--- src/rtl/read_burst_sequencer.sv ---
// Arbitrates two byte-granular load requesters and turns each request into one
// aligned memory read burst, framing the returning beats for the read aligner.
module read_burst_sequencer #(
  parameter int DATA_WIDTH = 64,
  parameter int ADDR_WIDTH = 32,
  parameter int LEN_WIDTH  = 8,
  localparam int B      = DATA_WIDTH / 8,
  localparam int SW     = $clog2(B),
  localparam int BEAT_W = LEN_WIDTH - SW + 1
) (
  input  logic                       clk_i,
  input  logic                       rst_i,
  input  logic [1:0]                 req_valid_i,
  output logic [1:0]                 req_ready_o,
  input  logic [1:0][ADDR_WIDTH-1:0] req_addr_i,
  input  logic [1:0][LEN_WIDTH-1:0]  req_bytes_i,
  output logic                       mem_ar_valid_o,
  input  logic                       mem_ar_ready_i,
  output logic [ADDR_WIDTH-1:0]      mem_ar_addr_o,
  output logic [BEAT_W-1:0]          mem_ar_len_o,
  input  logic                       mem_r_valid_i,
  output logic                       mem_r_ready_o,
  input  logic [DATA_WIDTH-1:0]      mem_r_data_i,
  output logic                       al_valid_o,
  output logic                       al_start_o,
  output logic                       al_end_o,
  output logic [DATA_WIDTH-1:0]      al_data_o,
  output logic [SW-1:0]              al_shamt_o,
  input  logic                       al_idle_i,
  output logic                       grant_id_o,
  output logic                       busy_o
);

  typedef enum logic [1:0] {
    S_IDLE  = 2'd0,
    S_ADDR  = 2'd1,
    S_DATA  = 2'd2,
    S_DRAIN = 2'd3
  } state_e;

  state_e                  state_q, state_d;
  logic                    ptr_q;
  logic                    grant_q;
  logic [ADDR_WIDTH-1:0]   ar_addr_q;
  logic [BEAT_W-1:0]       len_q, len_d;
  logic [SW-1:0]           shamt_q;
  logic [BEAT_W-1:0]       cnt_q, cnt_d;

  logic                    grant_vld_s;
  logic                    grant_s;
  logic                    accept_s;
  logic [ADDR_WIDTH-1:0]   sel_addr_s;
  logic [LEN_WIDTH-1:0]    sel_bytes_s;
  logic [LEN_WIDTH+1:0]    sum_s;
  logic [BEAT_W:0]         beats_s;
  logic                    last_beat_s;

  // Round-robin winner: on contention the pointer decides.
  always_comb begin
    grant_vld_s = 1'b0;
    grant_s     = 1'b0;
    if (req_valid_i[0] && req_valid_i[1]) begin
      grant_vld_s = 1'b1;
      grant_s     = ptr_q;
    end else if (req_valid_i[0]) begin
      grant_vld_s = 1'b1;
      grant_s     = 1'b0;
    end else if (req_valid_i[1]) begin
      grant_vld_s = 1'b1;
      grant_s     = 1'b1;
    end else begin
      grant_vld_s = 1'b0;
      grant_s     = 1'b0;
    end
  end

  // Beat count is ceil((off + bytes) / B), wide enough that it cannot overflow.
  assign accept_s    = (state_q == S_IDLE) && grant_vld_s && !rst_i;
  assign sel_addr_s  = req_addr_i[grant_s];
  assign sel_bytes_s = req_bytes_i[grant_s];
  assign sum_s       = {2'b00, sel_bytes_s}
                     + {{(LEN_WIDTH + 2 - SW){1'b0}}, sel_addr_s[SW-1:0]}
                     + (LEN_WIDTH + 2)'(B - 1);
  assign beats_s     = (BEAT_W + 1)'(sum_s >> SW);
  assign len_d       = BEAT_W'(beats_s - (BEAT_W + 1)'(1));
  assign last_beat_s = (cnt_q == len_q);

  always_ff @(posedge clk_i) begin
    if (rst_i) begin
      state_q <= S_IDLE;
    end else begin
      state_q <= state_d;
    end
  end

  always_comb begin
    state_d = state_q;
    case (state_q)
      S_IDLE: begin
        if (accept_s && (sel_bytes_s != {LEN_WIDTH{1'b0}})) state_d = S_ADDR;
        else                                                 state_d = S_IDLE;
      end
      S_ADDR: begin
        if (mem_ar_ready_i) state_d = S_DATA;
        else                state_d = S_ADDR;
      end
      S_DATA: begin
        if (mem_r_valid_i && last_beat_s) state_d = S_DRAIN;
        else                              state_d = S_DATA;
      end
      S_DRAIN: begin
        if (al_idle_i) state_d = S_IDLE;
        else           state_d = S_DRAIN;
      end
      default: state_d = S_IDLE;
    endcase
  end

  always_comb begin
    cnt_d = cnt_q;
    if (state_q == S_ADDR && mem_ar_ready_i) begin
      cnt_d = {BEAT_W{1'b0}};
    end else if (state_q == S_DATA && mem_r_valid_i) begin
      cnt_d = cnt_q + BEAT_W'(1);
    end else begin
      cnt_d = cnt_q;
    end
  end

  always_ff @(posedge clk_i) begin
    if (rst_i) begin
      ptr_q     <= 1'b0;
      grant_q   <= 1'b0;
      ar_addr_q <= {ADDR_WIDTH{1'b0}};
      len_q     <= {BEAT_W{1'b0}};
      shamt_q   <= {SW{1'b0}};
      cnt_q     <= {BEAT_W{1'b0}};
    end else begin
      cnt_q <= cnt_d;
      if (accept_s) begin
        ptr_q     <= ~grant_s;
        grant_q   <= grant_s;
        ar_addr_q <= {sel_addr_s[ADDR_WIDTH-1:SW], {SW{1'b0}}};
        len_q     <= len_d;
        shamt_q   <= sel_addr_s[SW-1:0];
      end
    end
  end

  always_comb begin
    req_ready_o    = 2'b00;
    mem_ar_valid_o = 1'b0;
    mem_r_ready_o  = 1'b0;
    al_valid_o     = 1'b0;
    al_start_o     = 1'b0;
    al_end_o       = 1'b0;
    al_data_o      = {DATA_WIDTH{1'b0}};
    busy_o         = (state_q != S_IDLE);
    case (state_q)
      S_IDLE: begin
        if (accept_s) req_ready_o = grant_s ? 2'b10 : 2'b01;
        else          req_ready_o = 2'b00;
      end
      S_ADDR: mem_ar_valid_o = 1'b1;
      S_DATA: begin
        mem_r_ready_o = 1'b1;
        al_valid_o    = mem_r_valid_i;
        al_start_o    = mem_r_valid_i && (cnt_q == {BEAT_W{1'b0}});
        al_end_o      = mem_r_valid_i && last_beat_s;
        al_data_o     = mem_r_data_i;
      end
      S_DRAIN: busy_o = 1'b1;
      default: busy_o = 1'b0;
    endcase
  end

  assign mem_ar_addr_o = ar_addr_q;
  assign mem_ar_len_o  = len_q;
  assign al_shamt_o    = shamt_q;
  assign grant_id_o    = grant_q;

endmodule

--- config.mk ---
export PLATFORM = sky130hd
export DESIGN_NAME = read_burst_sequencer
export DESIGN_NICKNAME = d
export VERILOG_FILES = /design/src/rtl/read_burst_sequencer.sv
export SDC_FILE = /design/constraint.sdc
export NUM_CORES = 1
export LEC_CHECK = 0
export CAP_MARGIN = 5
export CORE_MARGIN = 1.5
export CORE_UTILIZATION = 33
export CTS_CLUSTER_SIZE = 12
export DETAILED_ROUTE_END_ITERATION = 16
export PLACE_DENSITY = 0.82
export REMOVE_ABC_BUFFERS = 1
export SYNTH_ARGS = -nofsm -noshare
export SYNTH_HDL_FRONTEND = slang
export SYNTH_SLANG_ARGS = --single-unit
export TNS_END_PERCENT = 30
--- constraint.sdc ---
create_clock -name clk_i -period 4.77 [get_ports clk_i]
set_input_delay 0.7155 -clock clk_i [delete_from_list [all_inputs] [get_ports clk_i]]
set_output_delay 0.7155 -clock clk_i [all_outputs]
set_load 0.005 [all_outputs]
==> results of run 1 <==
[layout by cell type, fill, tap and decap left out, types with 3 or more instances in the layout]
| master | n |
|---|---|
| xor2_1 | 7 |
| clkbuf_8 | 5 |
| mux2i_1 | 6 |
| conb_1 | 3 |
| a211oi_1 | 4 |
| a311oi_1 | 31 |
| clkdlybuf4s50_1 | 261 |
| nor4_1 | 4 |
| a21oi_1 | 7 |
| nand4_1 | 4 |
| nand2_1 | 76 |
| dfxtp_1 | 48 |
| inv_1 | 6 |
| o31ai_1 | 5 |
| xnor2_1 | 11 |
| and2_1 | 65 |
| nor2b_1 | 5 |
| buf_4 | 9 |
| o21ai_0 | 6 |
| nor3_1 | 9 |
| nor2_1 | 57 |
| nand3_1 | 4 |
| ha_1 | 7 |
| o22ai_1 | 6 |
[where the power goes]
group / switching, mW / total [mW] / internal (mW)
Combinational: 0.266 / 0.622 / 0.356
Clock: 0.149 / 0.360 / 0.211
Sequential: 0.0371 / 0.490 / 0.452
[critical path, stage by stage]
cell             delay [ns]
clkdlybuf4s50_1        0.50
inv_2                  0.09
nor2_2                 0.28
mux2i_1                0.32
ha_1                   0.19
inv_1                  0.05
ha_1                   0.26
nand2b_1               0.14
nor4_4                 0.39
nor2_1                 0.12
o21ai_0                0.21
nor2_1                 0.10
xnor2_1                0.15
ha_1                   0.21
nand3b_1               0.10
xor2_1                 0.15
a211oi_1               0.23
[per-layer routing]
layer,vias up,track usage,part of all wire
li1,1983,-,-
met3,38,0.0670,0.084
met4,0,0.129,0.040
met5,-,0,0
met1,1943,0.306,0.37
met2,226,0.511,0.51
[final cells by class]
type,instances,area (um^2),share of cell area
flip-flops and latches,48,961,0.158
diodes,2,5.00,0.000822
clock buffers,5,68.8,0.0113
well taps,129,161,0.0265
clock inverters,3,68.8,0.0113
multi-input cells,349,2120,0.348
inverters,8,30.0,0.00493
repair buffers,270,2680,0.440
[synthesized netlist by cell type (all sizes together)]
master  count
and3        2
nor3b       1
o31ai       5
or3b        1
a21oi       7
and4b       1
a22oi       1
clkbuf     24
conb        1
o211a       2
mux2i       6
nand3       4
or2         2
and2       65
a21o        1
ha          7
a311oi     32
nand2b      2
or4         2
o22ai       6
buf         9
a211oi      7
nand3b      2
mux2        1
nor4        6
nor2       59
xor2        7
nand4       4
nor2b       6
a21boi      2
nor3        9
xnor2      11
nand2      76
a31oi       1
inv         8
or3         1
dfxtp      48
o21ai       7
[through the flow]
step	total power [mW]	hold slack [ns]	std cells	util	instance area, um^2
floorplan	0.755	0.467	405	-	3090
global placement	1.10	0.484	804	0.635	5950
detailed placement	1.12	0.492	804	0.635	5950
CTS	1.48	0.506	812	0.650	6090
global route	1.55	0.526	814	0.650	6090
finish	1.47	0.502	814	0.650	6090
[sequential cells by signal (all words and copies together) (netlist names)]
signal and count:
mem_ar_len_o 6, cnt_q 6, al_shamt_o 3, state_q 2, mem_ar_addr_o 29, ptr_q 1, grant_id_o 1
[worst paths after layout]
| kind | startpoint | to | slack [ns] | cells past startpoint |
|---|---|---|---|---|
| max | req_valid_i[1] | mem_ar_len_o[4] | 0.78 | 17 |
| min | mem_ar_addr_o[23] | mem_ar_addr_o[23] | 0.50 | 2 |
| max reg2reg | ptr_q | mem_ar_len_o[4] | 1.25 | 16 |
| min reg2reg | mem_ar_addr_o[23] | mem_ar_addr_o[23] | 0.50 | 2 |
[logic make-up after synthesis]
family,share of synthesized area
DFF,0.297
muxes,0.0220
xor gates and xnor gates,0.0487
other,0.00116
and+or+nand+nor,0.374
AOI/OAI and AO/OA,0.174
adders and majority gates,0.0271
buffers and inverters,0.0557
==> summary.md, run 1 <==
| Metric | Value |
|---|---|
| Cell Pwr Density | 242 nW/um^2 |
| Die area | 10,400 um^2 |
| Drt first pass iters | 5 |
| Final TNS setup | 0 ns |
| Post-cts resize count | 0 |
| Synth-to-Final Area Change | 88.3% |
| Worst-Skew Late Latency | 0.30 ns |
| Layout cells sized above 1 | 0.0483 |
| # rows | 35 |
| PnR worst setup slack | 0.779 ns |
| Final worst-path cycle share | 0.837 |
| Post-Route Skew | 0.00790 ns |
| Worst-path clk slew | 0.10 ns |
| Final ANT Viol Nets | 0 |
| Clock tree root buffer cell | clkbuf_8 |
| Worst min path class | reg -> reg |
| Synth unique cells | 49 |
| Total clock sinks | 48 |
| Worst IR Drop VDD | 142 uV |
| DRC viols | 0 |
| Peak Freq | 251 MHz |
| GRT Residual Overflow | 0 |
| Outcome | finished clean |
| Final Hold Fails | 0 |
| Core area | 9370 um^2 |
| Max clock buf depth | 2 |
| RSZ-0062 raised after global routing | no |
| Initial antenna violation count | 2 |
| Drt total wl | 15,400 um |
| Max Cap Violations | 0 |
| Post-DR vias/cell | 5.15 |
| Yosys top cell by area | dfxtp_1 |
| Seq/Total Area, Yosys | 0.297 |
| Setup violators final | 0 |
| Critical path required time | 4.99 ns |
| Starting Density | 0.345 |
| Worst Path Max Fanout | 6 |
| Wire per inst | 18.9 um |
| CTS tree | yes |
| Syn Inst Count | 436 |
| IO Count | 265 |
| Synth Area per Inst | 7.42 um^2 |
| Via count | 4,190 |
| Synth warn | 0 |
| Pin count of the biggest net entering global routing | 67 |
| Setup crit end kind | flip-flop |
| Critical Path Source Type | primary input |
| H-tree Lvls | 2 |
| Die height | 102 um |
| Min Tclk post-route | 3.99 ns |
| Nets@finish | 840 |
| Post-CTS Hold Buffers | 0 |
| P_leak | 2.33 nW |
| Setup CP Type | in -> reg |
| HPWL after DPL | 12,900 um |
| First-pass GRT wire length | 22,000 um |
| Filler cells | 849 |
| Vias in the first global route | 3,948 |
| GRT Util Overall | 0.280 |
| Yosys reg bits | 48 |
| Chip Width | 102 um |
| Top cells by area, synth | dfxtp_1, and2_1, nand2_1 |
| Slew @ Worst Pin | 1.06 ns |
| DR iter-0 viols | 183 |
| Port Buffer Count | 261 |
| Pre-CTS setup slack | 0.533 ns |
| Yosys top cell area share | 0.297 |
| Postcts setup bufs | 0 |
| Routability cong. | 0.954 |
| Relative slew margins | 0.290 |
| Critical Path AT | 4.21 ns |
| CTS Buf Count | 5 |
| Mapped cell area | 3240 um^2 |
| Final Slew Violations | 0 |
(Power assumes the default switching activity.)
==> inputs of run 2 (changes only) <==
CORE_UTILIZATION = 30   (was 33)
PLACE_DENSITY = 0.78   (was 0.82)
clock period = 3.5 ns   (was 4.77 ns; I/O delays follow)
==> run 2 against run 1 <==
Compared with the run above: register-to-register slack got worse by 1.1 ns; global-route usage down 4.7 points; cell count rose by 3.9%; sequential power rose by 36%; clock skew is 0.0067 ns higher; final area increased by 4.1%; combinational power up 50%; utilization shrank 4.1 points.
==> summary.md, run 2 (synthesis gave the netlist of run 1 again) <==
| Metric | Value |
|---|---|
| Outcome | finished clean (unchanged) |
| Final core occ | 0.609 (was 0.650) |
| Total clock sinks | 48 (unchanged) |
| Core area | 10,400 um^2 (was 9370 um^2) |
| Synth-to-Final Area Change | 96.0% (was 88.3%) |
| Post-route design area | 6340 um^2 (was 6090 um^2) |
| Tot Pwr | 2.02 mW (was 1.47 mW) |
| Nets@finish | 866 (was 840) |
| Reg2reg start | ptr_q (unchanged) |
| Via count | 4,193 (was 4,190) |
| Post-DR vias/cell | 4.96 (was 5.15) |
| DR iter-0 viols | 226 (was 183) |
| Layout cells sized above 1 | 0.103 (was 0.0483) |
| Worst Path Max Fanout | 7 (was 6) |
| First-pass GRT wire length | 21,000 um (was 22,000 um) |
| HPWL after DPL | 11,400 um (was 12,900 um) |
| Hold path start | mem_ar_addr_o[29] (was mem_ar_addr_o[23]) |
| Final Hold Fails | 0 (unchanged) |
| Post-Route Skew | 0.0146 ns (was 0.00790 ns) |
| DRC viols | 0 (unchanged) |
| Critical Path Source Type | flip-flop (was primary input) |
| Pin count of the biggest net entering global routing | 75 (was 67) |
| Routability cong. | 0.996 (was 0.954) |
| Drt total wl | 14,200 um (was 15,400 um) |
| Filler cells | 914 (was 849) |
| Starting Density | 0.311 (was 0.345) |
| Max reg flops | 29 (unchanged) |
| Peak Freq | 301 MHz |
| Setup violators final | 0 (unchanged) |
| Most frequent cells in the layout | clkdlybuf4s50_1, nand2_1, and2_1, nor2_1, dfxtp_1 (unchanged) |
| Setup CP Type | reg -> reg (was in -> reg) |
| IO Count | 265 (unchanged) |
| # rows | 37 (was 35) |
| P_leak | 2.47 nW (was 2.33 nW) |
| H-tree Lvls | 2 (unchanged) |
| Max Cap Violations | 0 (unchanged) |
| Max stage delay on crit path | 0.56 ns (was 0.50 ns) |
| Port Buffer Count | 261 (unchanged) |
| Max clock buf depth | 2 (unchanged) |
| Min Tclk post-route | 3.32 ns |
| Clock tree root buffer cell | clkbuf_8 (unchanged) |
| Most common cell after layout, fill and taps aside | clkdlybuf4s50_1 (unchanged) |
| Chip Width | 107 um (was 102 um) |
| Final ANT Viol Nets | 0 (unchanged) |
| Vias in the first global route | 3,975 (was 3,948) |
| Wire per inst | 16.7 um (was 18.9 um) |
| Critical path required time | 3.71 ns (was 4.99 ns) |
| Die height | 107 um (was 102 um) |
| Worst Setup SP | ptr_q (was req_valid_i[1]) |
| Final Slew Violations | 0 (unchanged) |
| Initial antenna violation count | 1 (was 2) |
| CTS Buf Count | 5 (unchanged) |
| Die area | 11,400 um^2 (was 10,400 um^2) |
| GRT Util Overall | 0.233 (was 0.280) |
| Drt first pass iters | 4 (was 5) |
| Worst-path clk slew | 0.09 ns (was 0.10 ns) |
| Setup crit end kind | flip-flop (unchanged) |
| Worst min path class | reg -> reg (unchanged) |
| Worst-Skew Late Latency | 0.30 ns (about the same) |
| CP dominant cell by count | buf_4 (was ha_1) |
| Worst IR Drop VDD | 176 uV (was 142 uV) |
| CP max-delay cell | or4_4 (was clkdlybuf4s50_1) |
| Crit path cell chain | nor2b_4 -> nor2_4 -> buf_4 -> buf_4 -> buf_4 -> mux2_2 -> ha_1 -> or4_4 -> nand2_1 -> ha_2 -> nand3b_1 -> xor2_1 -> a211oi_2 (was clkdlybuf4s50_1 -> inv_2 -> nor2_2 -> mux2i_1 -> ha_1 -> inv_1 -> ha_1 -> nand2b_1 -> nor4_4 -> nor2_1 -> o21ai_0 -> nor2_1 -> xnor2_1 -> ha_1 -> nand3b_1 -> xor2_1 -> a211oi_1) |
| Final worst-path cycle share | 0.950 |
| Relative slew margins | 0.508 (was 0.290) |
| CTS tree | yes (unchanged) |
| GRT Residual Overflow | 0 (unchanged) |
| Cell Pwr Density | 319 nW/um^2 (was 242 nW/um^2) |
| Slew @ Worst Pin | 0.738 ns (was 1.06 ns) |
| Placed cell areas | 6090 um^2 (was 5950 um^2) |
| Critical Path AT | 3.53 ns (was 4.21 ns) |
run 2: worst paths after layout:
path	end	slack (ns)	cells after the start
worst min-delay path	mem_ar_addr_o[29]	0.50	2
worst max register to register	mem_ar_len_o[4]	0.18	13
worst min register to register	mem_ar_addr_o[29]	0.50	2
worst max-delay path	mem_ar_len_o[4]	0.18	13
run 2: where the power goes:
group	switching (mW)	leakage (nW)	internal (mW)
Sequential	0.0507	0.397	0.617
Combinational	0.383	2.02	0.551
Clock	0.204	0.0548	0.216
Total	0.637	2.47	1.38
run 2: metal layers:
metal	wire, um	part of all wire	track usage	vias up
li1	-	-	-	2035
met5	0	0	0	-
met2	7850	0.55	0.475	191
met4	330	0.023	0.0629	0
met1	5040	0.36	0.240	1947
met3	929	0.066	0.0383	20
run 2: repair_timing:
| action | in CTS | in global routing |
|---|---|---|
| hold buffers | 0 | 0 |
| gates resized for setup | 11 | 11 |
| pin swaps | 9 | 11 |
| endpoints found under the setup margin | 3 | 5 |
| endpoints found under the hold margin | 0 | 0 |
| buffers inserted | 7 | 2 |
run 2: critical path, delay by kind of cell (launching register included):
kind,cells,cell delay (ns)
DFF,1,0.43
adders and majority gates,2,0.53
buffers and inverters,3,0.41
muxes,1,0.36
xor gates and xnor gates,1,0.19
AOI/OAI and AO/OA,1,0.23
and+or+nand+nor,5,1.08
run 2: stage by stage:
| step | std cells | TNS [ns] | hold slack [ns] | setup WS (ns) |
|---|---|---|---|---|
| after floorplan | 405 | -2.41 | 0.467 | -0.628 |
| after global placement | 828 | -1.13 | 0.478 | -0.320 |
| after detailed placement | 828 | -2.03 | 0.492 | -0.586 |
| after CTS | 843 | 0 | 0.507 | 0.0134 |
| after global routing | 846 | -0.00147 | 0.521 | -0.00147 |
| final | 846 | 0 | 0.504 | 0.176 |
run 2: layout make-up:
class / instances / area [um^2] / share of cell area
clock buffers: 5 / 68.8 / 0.0109
inverters: 8 / 30.0 / 0.00474
multi-input cells: 349 / 2190 / 0.345
diodes: 1 / 2.50 / 0.000395
clock inverters: 3 / 46.3 / 0.00730
flip-flops and latches: 48 / 961 / 0.152
well taps: 136 / 170 / 0.0268
repair buffers: 296 / 2870 / 0.453
==> inputs of run 3 (changes only) <==
CORE_AREA = 2 2 104 106   (was unset)
CORE_MARGIN = unset   (was 1.5)
CORE_UTILIZATION = unset   (was 30)
CTS_CLUSTER_SIZE = unset   (was 12)
DIE_AREA = 0 0 106 108   (was unset)
clock period = 3.9 ns   (was 3.5 ns; I/O delays follow)
==> run 3 against run 2 <==
Compared with the run above: register-to-register slack improved by 0.48 ns; largest power group unchanged; via count fell by 1.7%; final area fell by 2.4%; clock power fell by 27%; largest cell class unchanged.
==> summary.md, run 3 (synthesis gave the netlist of run 1 again) <==
| Metric | Value |
|---|---|
| Outcome | finished clean (unchanged) |
| Nets@finish | 852 (was 866) |
| Worst Path Max Fanout | 5 (was 7) |
| DR iter-0 viols | 197 (was 226) |
| Setup violators final | 0 (unchanged) |
| R2R Path End | mem_ar_len_o[5] (was mem_ar_len_o[4]) |
| Clock tree root buffer cell | clkbuf_8 (unchanged) |
| Cell Pwr Density | 273 nW/um^2 (was 319 nW/um^2) |
| Final worst-path cycle share | 0.941 |
| Final Slew Violations | 0 (unchanged) |
| Worst min path class | reg -> reg (unchanged) |
| Sequential power share | 0.353 (was 0.330) |
| Met1 GRT Util | 0.234 (was 0.240) |
| Chip Width | 106 um (was 107 um) |
| Critical Path AT | 3.88 ns (was 3.53 ns) |
| Max reg flops | 29 (unchanged) |
| Reg2reg start | ptr_q (unchanged) |
| Worst IR Drop VDD | 165 uV (was 176 uV) |
| Internal power | 1.16 mW (was 1.38 mW) |
| Routability cong. | 0.923 (was 0.996) |
| Vias in the first global route | 4,016 (was 3,975) |
| Final Hold Fails | 0 (unchanged) |
| Final ANT Viol Nets | 0 (unchanged) |
| Seq. cell area | 961 um^2 (unchanged) |
| GRT Residual Overflow | 0 (unchanged) |
| RSZ-0062 raised after global routing | no |
| Area occupied by multi-input gates | 2140 um^2 (was 2190 um^2) |
| DRC viols | 0 (unchanged) |
| Die height | 108 um (was 107 um) |
| First-pass GRT wire length | 20,700 um (was 21,000 um) |
| Filler cells | 911 (was 914) |
| M3 GR Usage | 0.0476 (was 0.0383) |
| Worst Setup SP | req_valid_i[0] (was ptr_q) |
| Post-Route Skew | 0.00286 ns (was 0.0146 ns) |
| HPWL after DPL | 11,800 um (was 11,400 um) |
| IO Count | 265 (unchanged) |
| Logic pwr share | 0.466 (was 0.462) |
| Via count | 4,120 (was 4,193) |
| Most common cell after layout, fill and taps aside | clkdlybuf4s50_1 (unchanged) |
| Max clock buf depth | 2 (unchanged) |
| Min Tclk post-route | 3.67 ns |
| Die area | 11,400 um^2 (about the same) |
| Global route hottest layer | met2 (unchanged) |
| Post-route insts no fill | 836 (was 846) |
| Port Buffer Count | 261 (unchanged) |
| Psw | 0.536 mW (was 0.637 mW) |
| Relative slew margins | 0.565 (was 0.508) |
| Critical path required time | 4.11 ns (was 3.71 ns) |
| P_leak | 2.38 nW (was 2.47 nW) |
| Synth-to-Final Area Change | 91.3% (was 96.0%) |
| Wire per inst | 16.9 um (was 16.7 um) |
| Layout cells sized above 1 | 0.0692 (was 0.103) |
| Slew @ Worst Pin | 0.651 ns (was 0.738 ns) |
| CP max-delay cell | clkdlybuf4s50_1 (was or4_4) |
| GRT Util Overall | 0.231 (was 0.233) |
| Pin count of the biggest net entering global routing | 66 (was 75) |
| Setup CP Type | in -> reg (was reg -> reg) |
| CP endpoint | mem_ar_len_o[5] (was mem_ar_len_o[4]) |
| Worst Reg-to-Reg Cells | 16 (was 13) |
| CTS tree | yes (unchanged) |
| Worst-path clk slew | 0.09 ns (about the same) |
| CTS Buf Count | 5 (unchanged) |
| Post-DR vias/cell | 4.93 (was 4.96) |
| Tot Pwr | 1.69 mW (was 2.02 mW) |
| Clock network power share | 0.181 (was 0.208) |
| Drt total wl | 14,100 um (was 14,200 um) |
| Setup crit end kind | flip-flop (unchanged) |
| Starting Density | 0.316 (was 0.311) |
| H-tree Lvls | 2 (unchanged) |
| Crit path cell chain | clkdlybuf4s50_1 -> nor2b_2 -> nor2_4 -> mux2i_2 -> ha_1 -> inv_1 -> ha_1 -> nand2b_4 -> nor4_4 -> buf_4 -> o31ai_1 -> buf_4 -> a21oi_1 -> o22ai_1 -> a211oi_2 -> xnor2_1 -> a211oi_2 (was nor2b_4 -> nor2_4 -> buf_4 -> buf_4 -> buf_4 -> mux2_2 -> ha_1 -> or4_4 -> nand2_1 -> ha_2 -> nand3b_1 -> xor2_1 -> a211oi_2) |
| Worst-Skew Late Latency | 0.29 ns (was 0.30 ns) |
| Total clock sinks | 48 (unchanged) |
| Critical Path Source Type | primary input (was flip-flop) |
| R2r setup slk | 0.66 ns (was 0.18 ns) |
| GR met2 Demand/Resource | 0.448 (was 0.475) |
| Most frequent cells in the layout | clkdlybuf4s50_1, nand2_1, and2_1, nor2_1, dfxtp_1 (unchanged) |
| Initial antenna violation count | 6 (was 1) |
| Core area | 10,200 um^2 (was 10,400 um^2) |
| # rows | 37 (unchanged) |
| Max Cap Violations | 0 (unchanged) |
| Dpl cells | 821 (was 828) |
| Max stage delay on crit path | 0.44 ns (was 0.56 ns) |
| Peak Freq | 272 MHz |
| Sw Share | 0.317 (was 0.315) |
| Drt first pass iters | 4 (unchanged) |
[run 3: cell types whose count changed in the layout (fill, tap and decap cells not counted), moves of 2 or more]
cell and delta:
buf_4 -15, diode_2 +5, ha_1 +3, clkdlybuf4s50_1 +2, ha_2 -2, nor2_1 +2
nor2_2 -2
[run 3: worst min path at each step]
stage / endpoint / from / depth (start not counted)
after detailed placement: mem_ar_addr_o[16] / mem_ar_addr_o[16] / 2
after CTS: mem_ar_addr_o[16] / mem_ar_addr_o[16] / 2
after floorplan: mem_ar_len_o[2] / mem_ar_len_o[2] / 2
after global placement: grant_id_o / grant_id_o / 2
final: mem_ar_addr_o[9] / mem_ar_addr_o[9] / 2
after global routing: mem_ar_addr_o[27] / mem_ar_addr_o[27] / 2
[run 3: power by group through the flow]
| stage | logic [mW] | clock network, mW | registers [mW] |
|---|---|---|---|
| 2_1_floorplan | 0.317 | 0 | 0.606 |
| 3_3_place_gp | 0.761 | 0 | 0.605 |
| 3_5_place_dp | 0.779 | 0 | 0.608 |
| 4_1_cts | 0.781 | 0.317 | 0.597 |
| 5_1_grt | 0.857 | 0.329 | 0.605 |
| 6_report | 0.789 | 0.305 | 0.598 |
[run 3: per-layer routing]
metal,routed length [um],up-vias,share of wire
li1,-,2016,-
met4,556,0,0.039
met5,0,-,0
met2,7560,169,0.54
met3,899,28,0.064
met1,5100,1907,0.36
[run 3: critical path, delay by kind of cell]
family	cells	cell delay, ns
AOI/OAI and AO/OA	5	0.79
xor gates and xnor gates	1	0.12
adders and majority gates	2	0.48
buffers and inverters	4	0.82
muxes	1	0.26
and+or+nand+nor	4	0.82
[run 3: area by class of cell]
class	instances	area share
repair buffers	282	0.450
multi-input cells	349	0.346
flip-flops and latches	48	0.155
well taps	136	0.0275
clock buffers	6	0.0133
inverters	8	0.00485
diodes	6	0.00243
clock inverters	1	0.00141
[run 3: repair_timing]
action,4_1_cts,5_1_grt
resized for setup,0,6
hold buffers,0,0
setup buffers,0,2
endpoints found under the setup margin,0,3
[run 3: metrics by stage]
| stage | hold slack [ns] | setup TNS, ns | worst slack, ns | instance area [um^2] | utilization |
|---|---|---|---|---|---|
| floorplan | 0.467 | -0.709 | -0.288 | 3090 | - |
| global placement | 0.469 | -0.00395 | -0.00395 | 6050 | 0.591 |
| detailed placement | 0.491 | -0.434 | -0.160 | 6050 | 0.591 |
| CTS | 0.503 | 0 | 0.154 | 6140 | 0.600 |
| global route | 0.524 | 0 | 0.0131 | 6190 | 0.605 |
| finish | 0.500 | 0 | 0.230 | 6190 | 0.605 |
